### src/rtl/adder_share_arbiter.sv
// adder_share_arbiter
// Time-shares one WIDTH-bit adder (sum, carry, signed overflow) between
// NUM_REQ requesters. The grant is round-robin and both the request and the
// response sides use valid/ready handshakes. Operands are registered before
// the adder and the results are registered after it, so each transaction
// takes IDLE -> CALC -> RESP.
module adder_share_arbiter #(
    parameter  int NUM_REQ = 4,
    parameter  int WIDTH   = 32,
    localparam int IDW     = (NUM_REQ > 1) ? $clog2(NUM_REQ) : 1
) (
    input  logic                     clk,
    input  logic                     rst,
    input  logic [NUM_REQ-1:0]       req_valid,
    output logic [NUM_REQ-1:0]       req_ready,
    input  logic [NUM_REQ*WIDTH-1:0] req_a,
    input  logic [NUM_REQ*WIDTH-1:0] req_b,
    output logic                     rsp_valid,
    input  logic                     rsp_ready,
    output logic [IDW-1:0]           rsp_id,
    output logic [WIDTH-1:0]         rsp_sum,
    output logic                     rsp_carry,
    output logic                     rsp_of
);

    typedef enum logic [1:0] {
        IDLE = 2'd0,
        CALC = 2'd1,
        RESP = 2'd2
    } state_t;

    state_t           state;
    state_t           state_next;
    logic [IDW-1:0]   last_grant;
    logic [IDW-1:0]   gnt_id;
    logic [IDW-1:0]   grant_idx;
    logic [IDW-1:0]   cand_idx;
    logic             grant_found;
    int               cand;
    logic [WIDTH-1:0] op_a;
    logic [WIDTH-1:0] op_b;
    logic [WIDTH-1:0] sel_a;
    logic [WIDTH-1:0] sel_b;
    logic [WIDTH:0]   sum_full;
    logic             sum_of;

    // Search for the first valid requester after last_grant, wrapping around,
    // so the most recently served requester has the lowest priority.
    always_comb begin
        grant_found = 1'b0;
        grant_idx   = '0;
        cand        = 0;
        cand_idx    = '0;
        for (int k = 1; k <= NUM_REQ; k++) begin
            cand     = (int'(last_grant) + k) % NUM_REQ;
            cand_idx = IDW'(cand);
            if (!grant_found && req_valid[cand_idx]) begin
                grant_found = 1'b1;
                grant_idx   = cand_idx;
            end
        end
    end

    // Operand mux: only the slice belonging to the winning requester is used.
    always_comb begin
        sel_a = '0;
        sel_b = '0;
        for (int i = 0; i < NUM_REQ; i++) begin
            if (grant_idx == IDW'(i)) begin
                sel_a = req_a[i*WIDTH +: WIDTH];
                sel_b = req_b[i*WIDTH +: WIDTH];
            end
        end
    end

    // The shared adder; carry and overflow are derived independently.
    always_comb begin
        sum_full = {1'b0, op_a} + {1'b0, op_b};
        sum_of   = (op_a[WIDTH-1] == op_b[WIDTH-1]) &&
                   (sum_full[WIDTH-1] != op_a[WIDTH-1]);
    end

    // State register.
    always_ff @(posedge clk or posedge rst) begin
        if (rst) begin
            state <= IDLE;
        end else begin
            state <= state_next;
        end
    end

    // Next-state logic and the one-hot accept strobe, which is only raised in IDLE.
    always_comb begin
        state_next = state;
        req_ready  = '0;
        case (state)
            IDLE: begin
                if (grant_found) begin
                    req_ready[grant_idx] = 1'b1;
                    state_next           = CALC;
                end
            end
            CALC: begin
                state_next = RESP;
            end
            RESP: begin
                if (rsp_ready) begin
                    state_next = IDLE;
                end
            end
            default: begin
                state_next = IDLE;
            end
        endcase
    end

    // Operand capture, result registers and the fairness pointer; last_grant
    // moves only once a response has been handed off.
    always_ff @(posedge clk or posedge rst) begin
        if (rst) begin
            op_a       <= '0;
            op_b       <= '0;
            gnt_id     <= '0;
            rsp_valid  <= 1'b0;
            rsp_id     <= '0;
            rsp_sum    <= '0;
            rsp_carry  <= 1'b0;
            rsp_of     <= 1'b0;
            last_grant <= IDW'(NUM_REQ - 1);
        end else begin
            case (state)
                IDLE: begin
                    if (grant_found) begin
                        op_a   <= sel_a;
                        op_b   <= sel_b;
                        gnt_id <= grant_idx;
                    end
                end
                CALC: begin
                    rsp_sum   <= sum_full[WIDTH-1:0];
                    rsp_carry <= sum_full[WIDTH];
                    rsp_of    <= sum_of;
                    rsp_id    <= gnt_id;
                    rsp_valid <= 1'b1;
                end
                RESP: begin
                    if (rsp_ready) begin
                        rsp_valid  <= 1'b0;
                        last_grant <= rsp_id;
                    end
                end
                default: begin
                end
            endcase
        end
    end

endmodule
### config.mk
export PLATFORM = sky130hd
export DESIGN_NAME = adder_share_arbiter
export DESIGN_NICKNAME = d
export VERILOG_FILES = /design/src/rtl/adder_share_arbiter.sv
export SDC_FILE = /design/constraint.sdc
export NUM_CORES = 1
export LEC_CHECK = 0
export BUFFER_PORTS_ARGS = -buffer_cell sky130_fd_sc_hd__buf_2
export CAP_MARGIN = 20
export CORE_MARGIN = 2
export CORE_UTILIZATION = 43
export DETAILED_ROUTE_END_ITERATION = 7
export GPL_ROUTABILITY_DRIVEN = 1
export GPL_TIMING_DRIVEN = 0
export HOLD_SLACK_MARGIN = 0.12
export PLACE_DENSITY = 0.76
export SLEW_MARGIN = 20
export SYNTH_ARGS = -nofsm -noshare
export SYNTH_HDL_FRONTEND = slang
export SYNTH_SLANG_ARGS = --single-unit
### constraint.sdc
create_clock -name clk -period 6.69 [get_ports clk]
set_input_delay 0.669 -clock clk [delete_from_list [all_inputs] [get_ports clk]]
set_output_delay 0.669 -clock clk [all_outputs]
set_load 0.005 [all_outputs]
Word level (Yosys, flattened, before mapping)
Index checks and enable logic that the tools add are counted.
{"block": "classes", "add_sub_neg": 5, "order_cmp": 6, "n_eq_ne": 9, "muxes": 33, "n_reduce_logical": 15}
{"operator": "two-way mux 32 bit", "count": 8}
{"operator": "adder 32 x 32 -> 33 bit", "count": 1}
{"operator": "less-than comparator 2 x 3 -> 1 bit (second input constant)", "count": 5}
{"operator": "two-way mux 2 bit", "count": 6}
{"operator": "two-way mux 1 bit", "count": 10}
{"operator": "binary-select mux 1 bit (select 2 bit)", "count": 4}
{"operator": "two-way mux 4 bit", "count": 2}
{"operator": "AND reduction 2 bit", "count": 4}
{"operator": "equality test 2 bit (second input constant)", "count": 3}
{"operator": "one-hot mux 2 bit (3 select lines)", "count": 1}
{"operator": "logical AND 1 bit", "count": 5}
{"operator": "adder 2 x 1 -> 2 bit (second input constant)", "count": 2}
{"operator": "adder 2 bit (second input constant)", "count": 2}
{"operator": "equality test 2 x 1 -> 1 bit (second input constant)", "count": 2}
{"operator": "zero test 2 bit", "count": 2}
{"operator": "!= test 2 bit (second input constant)", "count": 2}
{"operator": "zero test 1 bit", "count": 3}
{"operator": "demux 1 bit (select 2 bit)", "count": 1}
{"operator": ">= comparator 2 x 1 -> 1 bit (second input constant)", "count": 1}
{"operator": "one-hot mux 1 bit (2 select lines)", "count": 1}
{"operator": "nonzero test 2 bit", "count": 1}
{"operator": "equality test 1 bit", "count": 1}
{"operator": "!= test 1 bit", "count": 1}
{"block": "word_totals", "regBits": 107, "input_bits": 263, "out_inout_bits": 41, "elab_cells": 78}

Logic depth before layout (Yosys ltp)
Gate-level depths: netlist (run 1).
{"block": "depth", "word_depth": 19, "mapped_depth": 11, "depth_no_buf": 10}

Least setup slack after synthesis (run 1)
No wires, ideal clock.
{"block": "synth_timing", "kind": "input-to-output", "from": "input req_valid[0]", "to": "output req_ready[2]", "t_arrival_ps": 1866, "required_ps": 6021, "path_slack_ps": 4155, "cell_stages": 8, "path_buffers": 3, "path_cell_list": "a21oi_1 -> a31oi_1 -> o21ai_0 -> a21boi_0 -> buf_2 -> buf_2 -> buf_2 -> and3_1"}
{"block": "synth_via", "elab_chain_len": 18, "word_cells_on_any_way": 29, "cone_classes": "2 x order compare; 20 x mux; 7 x reduce/logical"}
{"element": "start, declared", "line_no": "14", "source": "input logic [NUM_REQ-1:0] req_valid,"}
{"element": "binary-select mux 1 bit (select 2 bit)", "line_no": "57", "source": "if (!grant_found && req_valid[cand_idx]) begin"}
{"element": "two-way mux 1 bit (not written as such)", "line_no": "57"}
{"element": "two-way mux 1 bit", "line_no": "57"}
{"element": "zero test 1 bit", "line_no": "57"}
{"element": "logical AND 1 bit", "line_no": "57"}
{"element": "two-way mux 1 bit", "line_no": "57"}
{"element": "zero test 1 bit", "line_no": "57"}
{"element": "logical AND 1 bit", "line_no": "57"}
{"element": "[... 2 more ...]"}
{"element": "logical AND 1 bit", "line_no": "57"}
{"element": "two-way mux 2 bit", "line_no": "57"}
{"element": "less-than comparator 2 x 3 -> 1 bit (not written as such) / >= comparator 2 x 1 -> 1 bit (equally long branches)", "line_no": "99", "source": "req_ready[grant_idx] = 1'b1;"}
{"element": "logical AND 1 bit (not written as such)", "line_no": "99"}
{"element": "two-way mux 1 bit (not written as such)", "line_no": "99"}
{"element": "demux 1 bit (select 2 bit)", "line_no": "99"}
{"element": "two-way mux 4 bit (*)", "line_no": "98", "source": "if (grant_found) begin"}
{"element": "two-way mux 4 bit (*)", "line_no": "96", "source": "case (state)"}
{"element": "end, declared", "line_no": "15", "source": "output logic [NUM_REQ-1:0] req_ready,"}
Every way passes the cells marked *; elsewhere a longest branch is shown, timed or not. The select of a mux whose other input is x is not followed.

Final worst setup path (run 1)
{"block": "layout_timing", "from": "register last_grant[1]", "to": "output req_ready[1]"}
{"block": "layout_via", "elab_chain_len": 19, "word_cells_on_any_way": 33, "cone_classes": "4 x add/sub; 2 x order compare; 20 x mux; 7 x reduce/logical"}
{"element": "start, declared", "line_no": "34", "source": "logic [IDW-1:0] last_grant;"}
{"element": "start signal, assigned", "line_no": "129", "source": "last_grant <= IDW'(NUM_REQ - 1);"}
{"element": "start signal, assigned", "line_no": "149", "source": "last_grant <= rsp_id;"}
{"element": "adder 2 x 1 -> 2 bit", "line_no": "55", "source": "cand = (int'(last_grant) + k) % NUM_REQ;"}
{"element": "binary-select mux 1 bit (select 2 bit)", "line_no": "57"}
{"element": "two-way mux 1 bit (not written as such)", "line_no": "57"}
{"element": "two-way mux 1 bit", "line_no": "57"}
{"element": "zero test 1 bit", "line_no": "57"}
{"element": "logical AND 1 bit", "line_no": "57"}
{"element": "two-way mux 1 bit", "line_no": "57"}
{"element": "zero test 1 bit", "line_no": "57"}
{"element": "[... 3 more ...]"}
{"element": "logical AND 1 bit", "line_no": "57"}
{"element": "two-way mux 2 bit", "line_no": "57"}
{"element": "less-than comparator 2 x 3 -> 1 bit (not written as such) / >= comparator 2 x 1 -> 1 bit (equally long branches)", "line_no": "99"}
{"element": "logical AND 1 bit (not written as such)", "line_no": "99"}
{"element": "two-way mux 1 bit (not written as such)", "line_no": "99"}
{"element": "demux 1 bit (select 2 bit)", "line_no": "99"}
{"element": "two-way mux 4 bit (*)", "line_no": "98"}
{"element": "two-way mux 4 bit (*)", "line_no": "96"}
Marks and branches as above.

==> flow_summary.toml, run 1 <==
[synth]
synth.net_count = 1341
synth_area_leader_cell = "dfrtp_1"
synth.distinct_cells = 60
netlist_top_cells_count = "386 x nand2_1, 124 x o21ai_1, 105 x dfrtp_1"
syn_area_per_cell_um2 = 7.21
synth_cells = 1045
yosysTopAreaCellShare_pct = 34.9
ys_warn_count = 0
synth_seq_cells = 107
synthArstFlopShare_pct = 100
yosysMostFrequentCell = "nand2_1"
synth_edf_count = 0
synth_area_mm2 = 0.00754
synth_area_leaders = "dfrtp_1 35%, nand2_1 19%, o21ai_1 8.2%, ha_1 5.3%, a21oi_1 4.1%"
synth-seq-area-share_pct = 35.6
ys.flop_type = "dfrtp_1"

[cells_and_area]
drive_above_1_share_pct = 27.2
area_delta_synth_final_pct = 28.7
final_cells = 1591
final_nets = 1656

[die]
initial_core_util_pct = 43.7
die_h_um = 136
core_mm2 = 0.0172
die_area_mm2 = 0.0186
die_x_um = 136
num_io_pins = 304
fp-row-count = 48

[critical_path]
criticalPathCategory = "reg2out"
end_kind = "output port"
worstReg2RegStart = "op_b[0]"
worstSetupStartpoint = "last_grant[1]"
cp_common_cell = "buf_2"
worst_path_max_delay_cell = "dfstp_2"
critPathArrivalTime_ps = 2830
required_ps = 6020
path_max_fanout = 10
slowest_delay_ps = 600
crit_chain = "mux2i_1 -> nor2_1 -> a211oi_2 -> or2_1 -> buf_2 -> buf_2 -> buf_2 -> nor3_1 -> buf_2"
cp-start-kind = "flip-flop"

[power]
ir_drop_mv = 0.202
leakagePower_nw = 5.04
p_per_area_mw_per_mm2 = 540
power_mw = 5.24

[global_route]
grt_pass1_vias = 8108
antenna_found_initial = 1
grt_overflow = 0
grt_max_degree = 60
grt_usage_pct = 30.7
grt_pass1_wl_mm = 43.5

[clock_network]
ctsLongestPathBuffers = 2
postCtsHoldBufs = 0
numCtsBuffers = 9
cts_max_level = 3
cts_resized = 0
clk_pin_slew_ps = 70
cts.sinks = 107
cts_tree = "yes"
clk_latency_ps = 370
cts-root-buf = "clkbuf_16"
post_cts_buffers = 0

[routing]
drt_iter0_drc = 754
postRouteAntennaNets = 0
drt-total-wl_mm = 28.3
num_vias = 8642
drt-wirelength-per-cell_um = 17.8
route.detailed.drc = 0
vias_per_cell = 5.43
first_pass_iters = 5

[timing]
hold_viol = 0
relSlewSlack_pct = 44.8
drv_slew = 0
holdWs_ps = 329
setup_viol = 0
tightest_slew_ps = 829
fin_crit_ps = 3490
rsz0062_at_grt = "false"
fin_skew_ps = 9.93
period_share_pct = 52.2
fmax_ghz = 0.286
final.setup.tns_ps = 0

[placement]
hpwl_mm = 22.4
place_congestion = 0.938
io_buffers = 303
place_inst = 1574

[min_path]
hp-class = "in2async"

[run_status]
outcome = "finished, final reports clean"

[flow_run]
cap_violations = 0
[worst max-delay path: cells and delay by family, from the launching register on]
kind / cells / cell delay, ps
AOI/OAI and AO/OA: 1 / 280
buffers and inverters: 4 / 1080
DFF: 1 / 600
muxes: 1 / 200
and+or+nand+nor: 3 / 300
[where the power goes]
part | internal, mW | switching [mW]
sequential | 0.989 | 0.229
clock | 0.335 | 0.262
combinational | 1.27 | 2.15
total | 2.60 | 2.64
[logic make-up (layout without fill, tap and decap cells)]
| family | after synthesis | in the layout | synth area share [%] |
|---|---|---|---|
| buf+inv | 79 | 399 | 4.35 |
| other cells | 0 | 1 | 0 |
| simple gates | 511 | 511 | 28.5 |
| flops | 107 | 107 | 35.6 |
| compound gates | 286 | 286 | 22.5 |
| xor+xnor | 26 | 26 | 3.02 |
| fa+ha+maj | 33 | 33 | 5.58 |
| mux | 3 | 3 | 0.432 |
[placed cells by master (no fill, tap or decap), drive strengths merged, types with 14 or more instances in the layout]
cell | netlist | layout
a21o | 16 | 16
a21oi | 64 | 64
a22oi | 14 | 14
buf | 33 | 337
clkbuf | 33 | 42
dfrtp | 105 | 105
ha | 32 | 32
inv | 13 | 16
nand2 | 387 | 387
nand3 | 56 | 56
nor2 | 20 | 20
o21ai | 155 | 155
xnor2 | 17 | 17
[path summary, 6_finish.rpt]
path	endpoint	slack [ps]	cells after the start
worst max-delay path	req_ready[1]	3200	9
worst min-delay path	rsp_sum[26]	330	2
worst max register to register	rsp_sum[20]	3870	10
worst min register to register	rsp_sum[5]	480	2
max in group asynchronous	last_grant[1]	5680	3
min in group clk	rsp_sum[5]	480	2
[cell type report]
type	instances	area [µm²]
diodes	1	2.50
plain buffers	66	279
clock buffers	9	225
clock inverters	7	106
fillers	1688	7540
inverters	13	53.8
multi-input cells	859	4530
flip-flops and latches	107	2680
well taps	225	282
repair buffers	304	1540
[stage by stage]
step / instance area [µm²] / util (%) / setup WS [ps]
3_3_place_gp: 9330 / 54.2 / 1910
6_report: 9700 / 56.3 / 3200
2_1_floorplan: 7540 / - / 3210
5_1_grt: 9700 / 56.3 / 3090
3_5_place_dp: 9370 / 54.3 / 3430
4_1_cts: 9700 / 56.3 / 3220
[routing by layer]
metal / vias up / share of wire [%] / track usage, %
met5: - / 0 / 0
met1: 4003 / 41 / 40.5
met4: 0 / 3.6 / 12.2
met2: 384 / 48 / 50.6
li1: 4199 / - / -
met3: 56 / 7.4 / 4.66
[state kept, by name, summed over array words and instances, names as in the netlist, 2 cells and up]
register    count
rsp_id          2
gnt_id          2
rsp_sum        32
op_b           32
last_grant      2
state           2
op_a           32
(Power assumes the default switching activity.)
==> run 2, diff against run 1 <==
- clock period: 6.69 -> 3.4 ns (I/O delays scaled with it)
==> run 2 against run 1 <==
Clock power up 98%; critical path depth unchanged; worst setup slack worse by 3000 ps; combinational power up 97%; core utilization up 0.058 points; wire length about the same; clock skew up 1.2 ps; sequential share of layout area about the same; via count down 0.13%; critical endpoint unchanged.
==> flow_summary.toml, run 2 (synthesis results as in run 1) <==
[run_status]
outcome = "finished, final reports clean"

[timing]
tightest_slew_ps = 839
fin_crit_ps = 3170
setup_viol = 0
holdWs_ps = 189
rsz0062_at_grt = "false"
period_share_pct = 93.1
hold_viol = 0
fmax_ghz = 0.316
drv_slew = 0
relSlewSlack_pct = 44.1
fin_skew_ps = 11.2

[critical_path]
cp_common_cell = "buf_2"
slowest_delay_ps = 590
required_ps = 3060
crit_chain = "mux2i_1 -> nor2_1 -> a211oi_2 -> or2_1 -> buf_2 -> buf_2 -> buf_2 -> nor3_1 -> buf_2"
path_max_fanout = 10
cp-start-kind = "flip-flop"
criticalPathCategory = "reg2out"
worst_path_max_delay_cell = "dfstp_2"
timing.reg2reg.setup_slack_ps = 590
crit_family = "buffers and inverters"
critPathArrivalTime_ps = 2830
end_kind = "output port"
critical_path_buf_inv_count = 4

[cells_and_area]
final_nets = 1657
drive_above_1_share_pct = 27.2
reg_top3 = "op_a x32, op_b x32, rsp_sum x32"
regArea_mm2 = 0.00268
multi_input_area_mm2 = 0.00453
area_delta_synth_final_pct = 28.9
final_cells = 1592
fill_cells = 1687
final_common_cell = "nand2_1"
most-common-layout-cells = "386 x nand2_1, 328 x buf_2, 124 x o21ai_1"

[global_route]
grt_pass1_vias = 8114
grt-busiest-layer = "met2"
gr-usage-met1_pct = 40.5
met2_usage_pct = 50.6
antenna_found_initial = 1
met3_usage_pct = 4.66
grt_pass1_wl_mm = 43.5
grt_usage_pct = 30.7
grt_max_degree = 60
grt_overflow = 0

[clock_network]
post_cts_buffers = 0
cts-root-buf = "clkbuf_16"
numCtsBuffers = 9
ctsLongestPathBuffers = 2
clk_pin_slew_ps = 70
cts_resized = 0
cts_max_level = 3
clk_latency_ps = 370
cts.sinks = 107
cts_tree = "yes"
postCtsHoldBufs = 1

[routing]
num_vias = 8631
first_pass_iters = 7
drt-wirelength-per-cell_um = 17.8
route.detailed.drc = 0
vias_per_cell = 5.42
postRouteAntennaNets = 0
drt_iter0_drc = 776
drt-total-wl_mm = 28.3

[power]
p_per_area_mw_per_mm2 = 1060
leakagePower_nw = 5.04
power_mw = 10.3
sw_frac_of_total_pct = 50.4
sequentialPowerShare_pct = 23.2
power_switching_mw = 5.20
ir_drop_mv = 0.398
cell_internal_pwr_mw = 5.11
pwr-share-clk_pct = 11.4
p_comb_share_pct = 65.3

[die]
initial_core_util_pct = 43.7
core_mm2 = 0.0172
num_io_pins = 304
die_area_mm2 = 0.0186
fp-row-count = 48
die_h_um = 136
die_x_um = 136

[placement]
io_buffers = 303
hpwl_mm = 22.4
place_congestion = 0.938
place_inst = 1574

[min_path]
hp-class = "in2reg"

[flow_run]
cap_violations = 0
==> run 2: changes by cell type in the layout (fill, tap and decap cells not counted) <==
cell | previous run | this run
dlygate4sd3_1 | 0 | 1
==> run 2: power by group through the flow <==
stage	registers, mW	clock network [mW]	logic, mW
final	2.40	1.18	6.73
after global routing	2.46	1.23	7.46
after CTS	2.39	1.18	6.68
after detailed placement	2.41	0	6.63
after global placement	2.39	0	6.49
after floorplan	2.28	0	4.66
==> run 2: layer usage <==
metal | part of all wire [%] | vias to the layer above
met3 | 7.8 | 60
met1 | 41 | 3980
met2 | 47 | 394
met4 | 3.7 | 0
met5 | 0 | -
li1 | - | 4197
==> run 2: final timing paths <==
check / endpoint / cells after the start / startpoint
worst min-delay path: state[1] / 2 / rsp_ready
max in group asynchronous: last_grant[1] / 4 / rst
worst max register to register: rsp_sum[20] / 10 / op_b[0]
min in group asynchronous: rsp_sum[26] / 3 / rst
worst min register to register: rsp_sum[5] / 2 / rsp_sum[5]
worst max-delay path: req_ready[1] / 9 / last_grant[1]
==> run 2: per-stage QoR <==
step | TNS, ps | area (µm²) | setup WS [ps] | utilization (%)
after global placement | -109130 | 9330 | -1050 | 54.2
after global routing | 0 | 9710 | 125 | 56.3
after floorplan | 0 | 7540 | 246 | -
after detailed placement | 0 | 9370 | 619 | 54.3
final | 0 | 9710 | 235 | 56.3
after CTS | 0 | 9710 | 255 | 56.3
==> run 2: final cells by class <==
type | instances | share of cell area, %
Antenna cell | 1 | 0.0258
Buffer | 66 | 2.87
Clock buffer | 9 | 2.32
Clock inverter | 7 | 1.10
Inverter | 13 | 0.554
Multi-Input combinational cell | 859 | 46.6
Sequential cell | 107 | 27.6
Tap cell | 225 | 2.90
Timing Repair Buffer | 305 | 16.0
==> run 3, diff against run 2 <==
- ABC_AREA: not set -> 1
- CORE_UTILIZATION: 43 -> 50
- PLACE_DENSITY: 0.76 -> 0.84
==> run 3 against run 2 <==
Core utilization is 7.7 points higher; synthesized cell count is 26% higher; clock skew rose by 2.2 ps; via count up 17%; clock-buffer cell count rose by 1; flip-flop and latch count stayed put; largest cell class unchanged; highest routed layer unchanged.
==> flow_summary.toml, run 3 <==
[die]
fp-row-count = 47
num_io_pins = 304
core_mm2 = 0.0165
initial_core_util_pct = 51.1
die_area_mm2 = 0.0180
die_x_um = 134
die_h_um = 134

[routing]
drt_iter0_drc = 846
postRouteAntennaNets = 0
route.detailed.drc = 0
first_pass_iters = 5
drt-total-wl_mm = 32.4
vias_per_cell = 5.46
num_vias = 10100
drt-wirelength-per-cell_um = 17.5

[clock_network]
cts-root-buf = "clkbuf_16"
clk_latency_ps = 360
cts.sinks = 107
postCtsHoldBufs = 1
post_cts_buffers = 0
clk_pin_slew_ps = 70
cts_max_level = 3
cts_tree = "yes"
numCtsBuffers = 9
ctsLongestPathBuffers = 2
cts_resized = 0

[synth]
yosysTopAreaCellShare_pct = 31.1
synthArstFlopShare_pct = 100
synth.net_count = 1610
synth_area_leader_cell = "dfrtp_1"
synth-seq-area-share_pct = 31.7
synth.distinct_cells = 42
synth_area_mm2 = 0.00845
yosysMostFrequentCell = "nand2_1"
synth_seq_cells = 107
synth_edf_count = 0
ys_warn_count = 0
netlist_top_cells_count = "431 x nand2_1, 154 x nand3_1, 150 x inv_1"
ys.flop_type = "dfrtp_1"
syn_area_per_cell_um2 = 6.43
synth_area_leaders = "dfrtp_1 31%, nand2_1 19%, nand3_1 9.1%, inv_1 6.7%, o21ai_0 5.6%"
synth_cells = 1314

[global_route]
grt_overflow = 0
antenna_found_initial = 1
grt_pass1_wl_mm = 50.5
grt_max_degree = 76
grt_pass1_vias = 9725
grt_usage_pct = 36.3

[cells_and_area]
most-common-layout-cells = "431 x nand2_1, 323 x buf_2, 154 x nand3_1"
final_nets = 1926
reg_top3 = "op_a x32, op_b x32, rsp_sum x32"
final_common_cell = "nand2_1"
area_delta_synth_final_pct = 25.2
drive_above_1_share_pct = 23.7

[timing]
rsz0062_at_grt = "false"
relSlewSlack_pct = 47.9
hold_viol = 0
fin_skew_ps = 13.4
period_share_pct = 89.8
setup_viol = 0
final.setup.tns_ps = 0
fmax_ghz = 0.328
tightest_slew_ps = 781
fin_crit_ps = 3050
finalWorstSetupSlack_ps = 348
drv_slew = 0

[placement]
detailedPlace.worstSlack_ps = 692
io_buffers = 303
place_congestion = 1.01
hpwl_mm = 26.6

[critical_path]
critPathArrivalTime_ps = 2710
crit_chain = "buf_6 -> inv_4 -> nand2_1 -> nand2_1 -> o21ai_1 -> inv_1 -> nand3_2 -> nand2_2 -> inv_2 -> nand2_2 -> nor2_4 -> buf_6 -> buf_2"
slowest_delay_ps = 540
timing.reg2reg.setup_slack_ps = 610
worst_path_max_delay_cell = "dfstp_2"
required_ps = 3060
path_max_fanout = 10
cp-start-kind = "flip-flop"
worstReg2RegStart = "last_grant[0]"
criticalPathCategory = "reg2out"
timing.rr.end = "op_b[31]"
reg2reg_depth = 16
end_kind = "output port"

[min_path]
min_from = "rsp_ready"
holdPathStages = 2
min_to = "state[1]"
hp-class = "in2reg"

[run_status]
outcome = "finished, final reports clean"

[flow_run]
cap_violations = 0
==> run 3: cell types whose count changed in the layout (fill, tap and decap cells not counted), moves of 45 or more <==
cell / before / now
nor2_1: 19 / 93
nand2_1: 386 / 431
o21ai_0: 30 / 94
inv_1: 11 / 149
nand3_1: 56 / 154
o21bai_1: 3 / 49
o21ai_1: 124 / 4
==> run 3: cell type report <==
type	instances	area, µm²
fillers	1552	5950
multi-input cells	994	4880
flip-flops and latches	107	2680
repair buffers	305	1550
inverters	157	597
plain buffers	56	293
well taps	220	275
clock buffers	10	239
clock inverters	6	50.0
diodes	1	2.50
==> run 3: how the worst max path moves through the flow <==
stage / startpoint / end / slack, ps / cells after the start
after floorplan: rst / gnt_id[0] / 250 / 1
after global placement: rst / op_a[18] / -900 / 2
after detailed placement: op_b[0] / rsp_sum[30] / 690 / 11
after CTS: last_grant[0] / req_ready[3] / 350 / 13
after global routing: last_grant[0] / req_ready[3] / 170 / 13
final: last_grant[0] / req_ready[3] / 350 / 13
==> run 3: worst max-delay path: cells and delay by family (launching register included) <==
kind	cells	cell delay, ps
compound gates	1	190
simple gates	6	830
buf+inv	6	790
flops	1	540
==> run 3: kinds of logic after synthesis <==
group / share of synthesized area (%)
AO/OA/AOI/OAI: 14.9
AND/OR/NAND/NOR: 37.2
buffers and inverters: 10.5
adder cells (fa/ha/maj): 4.98
XOR/XNOR: 0.726
flip-flops: 31.7
==> run 3: per-stage QoR <==
stage               hold slack (ps)  utilization (%)  std cells  instance area (µm²)
floorplan                       447                -       1314                 8450
global placement                454             62.0       1837                10200
detailed placement              335             62.2       1838                10300
CTS                             185             64.0       1855                10600
global route                    188             64.0       1856                10600
finish                          192             64.0       1856                10600
==> run 3: layer usage <==
metal | track usage [%] | wire [µm] | vias to the layer above
met2 | 60.3 | 15400 | 525
met3 | 5.22 | 2480 | 91
met5 | 0 | 0 | -
li1 | - | - | 4873
met4 | 15.0 | 1280 | 0
met1 | 47.7 | 13300 | 4652
Power of run 3 is not shown: default switching activity piles up to over one toggle a cycle in this logic, so the estimate is an artifact.
